[src/rtl/data_mem_responder.sv]
// Single-port data memory for the processor DM port: registered read-first
// access, with an optional post-reset zeroing pass enabled by DMEM_CLEAR_EN.
module data_mem_responder #(
    parameter int ADDR_W = 7,
    parameter int DATA_W = 32
) (
    input  logic              clk,
    input  logic              rst,
    input  logic              ena,
    input  logic              wea,
    input  logic [ADDR_W-1:0] addra,
    input  logic [DATA_W-1:0] dina,
    output logic [DATA_W-1:0] douta,
    output logic              ready,
    output logic              access_err
);
    localparam int DEPTH = 1 << ADDR_W;

    logic [DATA_W-1:0] mem [DEPTH];

    logic              acc;
    logic              wr_en;
    logic [ADDR_W-1:0] wr_addr;
    logic [DATA_W-1:0] wr_data;

`ifdef DMEM_CLEAR_EN
    typedef enum logic {CLEAR, IDLE} state_t;

    state_t            state;
    logic [ADDR_W-1:0] clr_ptr;
    logic              ready_q;
    logic              err_q;

    // clr_ptr wraps back to 0 on the last word, so it rests at 0 in IDLE
    always_ff @(posedge clk or negedge rst) begin
        if (!rst) begin
            state   <= CLEAR;
            clr_ptr <= '0;
            ready_q <= 1'b0;
            err_q   <= 1'b0;
        end else begin
            case (state)
                CLEAR: begin
                    err_q   <= ena;
                    clr_ptr <= clr_ptr + 1'b1;
                    if (clr_ptr == {ADDR_W{1'b1}}) begin
                        state   <= IDLE;
                        ready_q <= 1'b1;
                    end
                end
                default: err_q <= 1'b0;
            endcase
        end
    end

    assign ready      = ready_q;
    assign access_err = err_q;
    assign acc        = ena & (state == IDLE);

    // The clearing pass owns the write port; processor accesses are dropped
    always_comb begin
        if (state == CLEAR) begin
            wr_en   = 1'b1;
            wr_addr = clr_ptr;
            wr_data = '0;
        end else begin
            wr_en   = acc & wea;
            wr_addr = addra;
            wr_data = dina;
        end
    end
`else
    assign ready      = 1'b1;
    assign access_err = 1'b0;
    assign acc        = ena;
    assign wr_en      = ena & wea;
    assign wr_addr    = addra;
    assign wr_data    = dina;
`endif

    always_ff @(posedge clk) begin
        if (wr_en)
            mem[wr_addr] <= wr_data;
    end

    // Read-first: a write cycle also loads the pre-write word into douta
    always_ff @(posedge clk or negedge rst) begin
        if (!rst)
            douta <= '0;
        else if (acc)
            douta <= mem[addra];
    end

endmodule

[config.mk]
export PLATFORM = sky130hd
export DESIGN_NAME = data_mem_responder
export DESIGN_NICKNAME = d
export VERILOG_FILES = /design/src/rtl/data_mem_responder.sv
export SDC_FILE = /design/constraint.sdc
export NUM_CORES = 2
export LEC_CHECK = 0
export ABC_CLOCK_PERIOD_IN_PS = 2600
export CORE_UTILIZATION = 35
export DETAILED_ROUTE_END_ITERATION = 8
export PLACE_DENSITY = 0.51
export SYNTH_ARGS = -nofsm -noshare
export SYNTH_HDL_FRONTEND = slang
export SYNTH_SLANG_ARGS = --single-unit
[constraint.sdc]
create_clock -name clk -period 2.6 [get_ports clk]
set_clock_uncertainty 0.1 [all_clocks]
set_input_delay 0.65 -clock clk [delete_from_list [all_inputs] [get_ports clk]]
set_output_delay 0.65 -clock clk [all_outputs]
set_load 0.005 [all_outputs]
==> Word-level counts from Yosys, hierarchy flattened <==
Memory sizes are Yosys's and may differ from the RTL's. A register that Yosys moved wholly into a read port is not among the register bits.
Index checks and enable logic that the tools add are counted.
{ "totals": {"ff_bits": 0, "ramBits": 4096, "input_bits": 43, "output_inout_bits": 34, "elab_cells": 5, "memories": 1} }
{ "op_classes": {"mux": 2, "bitwise_logic": 1, "n_reduce_logical": 1} }
{ "mem_list": {"columns": ["memory", "words", "width", "read_ports", "rd_clocked_by_memory_dff", "wr", "line_no", "text"], "rows": [
  ["mem", 128, 32, 1, 1, 1, "19", "logic [DATA_W-1:0] mem [DEPTH];"]
]} }
{ "op_table": {"columns": ["cell", "n"], "rows": [
  ["1-bit 2-to-1 mux", 2],
  ["1-bit bitwise AND", 1],
  ["1-bit zero test", 1]
]} }

==> Longest topological paths before layout <==
{ "depth": {"depth_word": 3, "depth_mapped": 13, "ltp_nobuf": 7} }

==> Worst setup path after synthesis <==
Ideal clock, no wire load.
{ "synth_path": {"path_type": "input-to-reg", "from": "in addra[1]", "to": "mem mem[47][0] (enable)", "setup_ps": 421, "arrival_time_ps": 3607, "t_required_ps": 2079, "path_slack_ps": -1528, "cell_stages": 10, "path_buffers": 7, "path_cell_list": "buf_4 buf_6 and3_1 buf_2 buf_2 buf_1 buf_2 nand2_1 clkbuf_1 nor2_1"} }
{ "synth_lines": {"columns": ["item", "line_no", "text"], "rows": [
  ["from (decl)", "11", "input logic [ADDR_W-1:0] addra,"],
  ["to (decl)", "19", null]
]} }
Straight into the memory's write port.

==> results.cfg <==
[layout]
area_growth_syn_to_layout_pct = 26.84
filler_cell_count = 38420
nets = 10180
drive_gt1_share_pct = 34.15
layout.cell_area.non_filler_um2 = 200800

[timing]
rsz0062_at_grt = true
slew-limit-headroom_pct = 32.48
timing.final.hold_violations = 4
final.setup.tns_ns = -1.487
layout_setup_ws_ns = -0.3412
slew_viol_final = 0
post_route_worst_hold_slack_ns = -0.001178
post-route-period-util_pct = 113.1
maxClockFrequency_ghz = 0.3400
min_period_ns = 2.941
final_count_of_negative_setup_slack_endpoints = 19
timing_worst_slew_pin_value_ns = 1.013

[synth]
ys_ff_latch = 4128
synth-async-reset-ratio_pct = 0.7752
synth-seq-area-share_pct = 78.21
synthTopCellsByArea = edfxtp_1 78%, mux4_2 4.8%, a221oi_1 2.9%
synth.top_cell.area_share_pct = 77.71
synth_warnings = 0
yosys.cell_types.count = 81
synth_edf_count = 4096
syn_area_um2 = 158300
dominantRegCellSynth = edfxtp_1
syn-instance-count = 8347
syn_nets = 8390
synthesis.area_per_instance_um2 = 18.96
synth_area_leader_cell = edfxtp_1

[worst_setup_path]
timing.critical_path.from = addra[5]
data_arrival_at_the_endpoint_of_the_critical_path_ns = 3.81
worst-r2r-cell-count = 8
critical_path_required_ns = 3.47
cp-end-kind = flip-flop
worstSetupPathType = in -> reg
critical_path_peak_fanout = 8
setup.worst_path.end = douta[11]
timing.rr.start = mem[11][11]
setup.worst_path.start_class = input pin
worstReg2RegEnd = douta[11]
reg2reg_setup_slack_ns = -0.34

[drt]
detailroute.via_count = 98320
post_drt_via_cell_ratio = 5.978
drt_iter0_markers = 14880
drt_antenna_net_count = 0
route.detailed.drc = 0
avgRoutedWirePerCell_um = 38.17
routed_wl_um = 627900
firstDrtPassIters = 8

[placement]
detailedPlace.worstSlack_ns = -2.056
postPlaceCellArea_um2 = 183600
globalplace.congestion = 0.9579
buffer_ports.inserted = 74
hpwl_um = 418900

[outcome]
failed_checks = hold timing, setup timing
run_status = finished, violations left

[global_routing]
grt_overflow_total = 0
pin_count_of_the_biggest_net_entering_global_routing = 86
number_of_antenna_violations_at_the_first_check_in_global_routing = 37
grt_use_total_pct = 26.78
grt_pass1_wl_um = 834000
grt_pass1_vias = 94330

[die]
placement_rows = 246
initial_utilization_pct = 35.20
die_x_um = 674.5
floorplan.io_pins = 77
design.die.area_um2 = 454900
chip_height_um = 674.5
core_area_um2 = 449700

[cts]
cts_inserted_buffers = 430
clk_pin_slew_worst_paths_ns = 0.06
tritoncts_clock_tree = yes
cts_root_buffer = clkbuf_16
clkSinkCount = 4128
cts_buffer_depth = 4
worstSkewPairLatency_ns = 1.06
cts-htree-levels = 5

[flow_run]
max_cap_viol_count = 0

[min_path]
min_delay_path_class = in -> reg

[power]
leakage_nw = 65.92
power_per_cell_area_nw_per_um2 = 724.2
worst_ir_drop_vdd_mv = 0.6836
[worst min-delay path by stage]
stage                     cells after the start  slack, ns     endpoint  startpoint
after floorplan                               0       0.25     douta[0]         rst
after global placement                        1       0.55    douta[24]         rst
after detailed placement                      2       0.54    douta[23]   douta[23]
after CTS                                     2      0.007  mem[67][15]    dina[15]
after global routing                          1       0.02  mem[12][16]    dina[16]
final                                         2     -0.001  mem[68][15]    dina[15]
[sequential cells by signal, indices dropped and copies added, names as in the netlist]
signal and flops:
mem 4096, douta 32
[kinds of logic after synthesis]
family                 share of synthesized area [%]
flip-flops                                     78.21
AO/OA/AOI/OAI                                  8.792
multiplexers                                   8.984
AND/OR/NAND/NOR                                2.039
buffers and inverters                          1.969
other                                       0.004745
[per-layer routing]
layer / part of all wire, % / vias to the layer above / track usage [%]
li1: - / 38670 / -
met1: 39 / 52420 / 36.36
met2: 45 / 6069 / 41.32
met3: 10 / 1157 / 5.165
met4: 5.7 / 10 / 13.21
met5: 0.011 / - / 0
[metrics by stage]
stage	utilization [%]	hold slack [ns]	instances	power, mW
global route	44.64	0.02330	16430	148.4
finish	44.65	-0.001178	16450	145.4
detailed placement	40.82	0.5424	15540	86.01
global placement	40.82	0.5516	15530	85.93
CTS	44.13	0.006841	16370	145.3
floorplan	-	0.2544	8347	78.62
[critical path, cell delays in order]
cell and delay [ns]:
clkdlybuf4s15_2 0.34, clkinv_1 0.26, buf_12 0.20, buf_4 0.15, nor2_2 0.12, buf_4 0.24
buf_4 0.31, nand2_1 0.20, a31oi_2 0.25, buf_4 0.19, nor3_1 0.06, buf_4 0.15
nand4_1 0.43, o22a_1 0.24
[layout make-up]
type	count	area (um2)	share of cell area, %
antenna	15	37.54	0.01870
clock buffer	550	11380	5.667
tap	5952	7447	3.709
inverter	8	70.07	0.03490
clock inverter	226	1988	0.9902
multi-input combinational	3614	34330	17.10
timing repair buffer	1955	21700	10.81
sequential	4128	123800	61.68
[synthesized netlist by cell type (all sizes together) (13+ instances only)]
| cell type | instances |
|---|---|
| edfxtp | 4096 |
| a2111oi | 26 |
| mux2i | 358 |
| a22oi | 206 |
| o221a | 15 |
| o2bb2ai | 30 |
| a211oi | 35 |
| o221ai | 49 |
| o2111ai | 13 |
| o22a | 22 |
| a222oi | 16 |
| a21oi | 265 |
| o211ai | 27 |
| nor2 | 392 |
| mux4 | 340 |
| a221oi | 529 |
| a221o | 84 |
| mux2 | 263 |
| nor3 | 37 |
| buf | 422 |
| o22ai | 124 |
| a31oi | 39 |
| o21ai | 243 |
| nand2 | 264 |
| nand3 | 17 |
| dfrtp | 32 |
| clkbuf | 175 |
| a22o | 59 |
[report_power, final]
part,total [mW],switching [mW],leakage (nW),internal [mW]
clock,59.7,26.4,6.50,33.3
combinational,12.0,7.64,22.3,4.38
sequential,73.6,0.280,37.1,73.4
[cell usage in the layout (no fill, tap or decap), types with 24 or more instances in the layout]
master / synthesis / final
o211ai_1: 27 / 27
nor3_1: 37 / 24
nand2_1: 264 / 220
dfrtp_2: 0 / 29
a22o_1: 59 / 58
a221o_1: 84 / 84
mux2i_1: 358 / 347
o21ai_1: 1 / 28
clkinv_2: 0 / 76
o2bb2ai_1: 30 / 29
a221oi_1: 527 / 463
a22oi_1: 206 / 198
o221ai_1: 49 / 37
a221oi_2: 2 / 59
nor2_4: 1 / 134
nor2_1: 390 / 245
o21ai_0: 242 / 212
clkbuf_16: 0 / 446
buf_6: 35 / 55
mux2_2: 262 / 258
buf_12: 2 / 479
o22ai_1: 124 / 109
nand2_2: 0 / 35
bufinv_16: 0 / 25
buf_4: 50 / 1323
edfxtp_1: 4096 / 4096
mux4_2: 336 / 336
clkinv_1: 2 / 86
a21oi_1: 265 / 255
a31oi_1: 39 / 34
a211oi_1: 35 / 27
clkbuf_1: 174 / 109
[timing repair]
item | 4_1_cts | 5_1_grt
gates resized for setup | 257 | 325
setup buffers | 54 | 54
cloned | 2 | 12
endpoints found under the setup margin | 2678 | 96
endpoints found under the hold margin | 170 | 0
hold buffers | 11 | 0
pin swaps | 33 | 84
No activity file was read; power rests on OpenSTA's default activity.
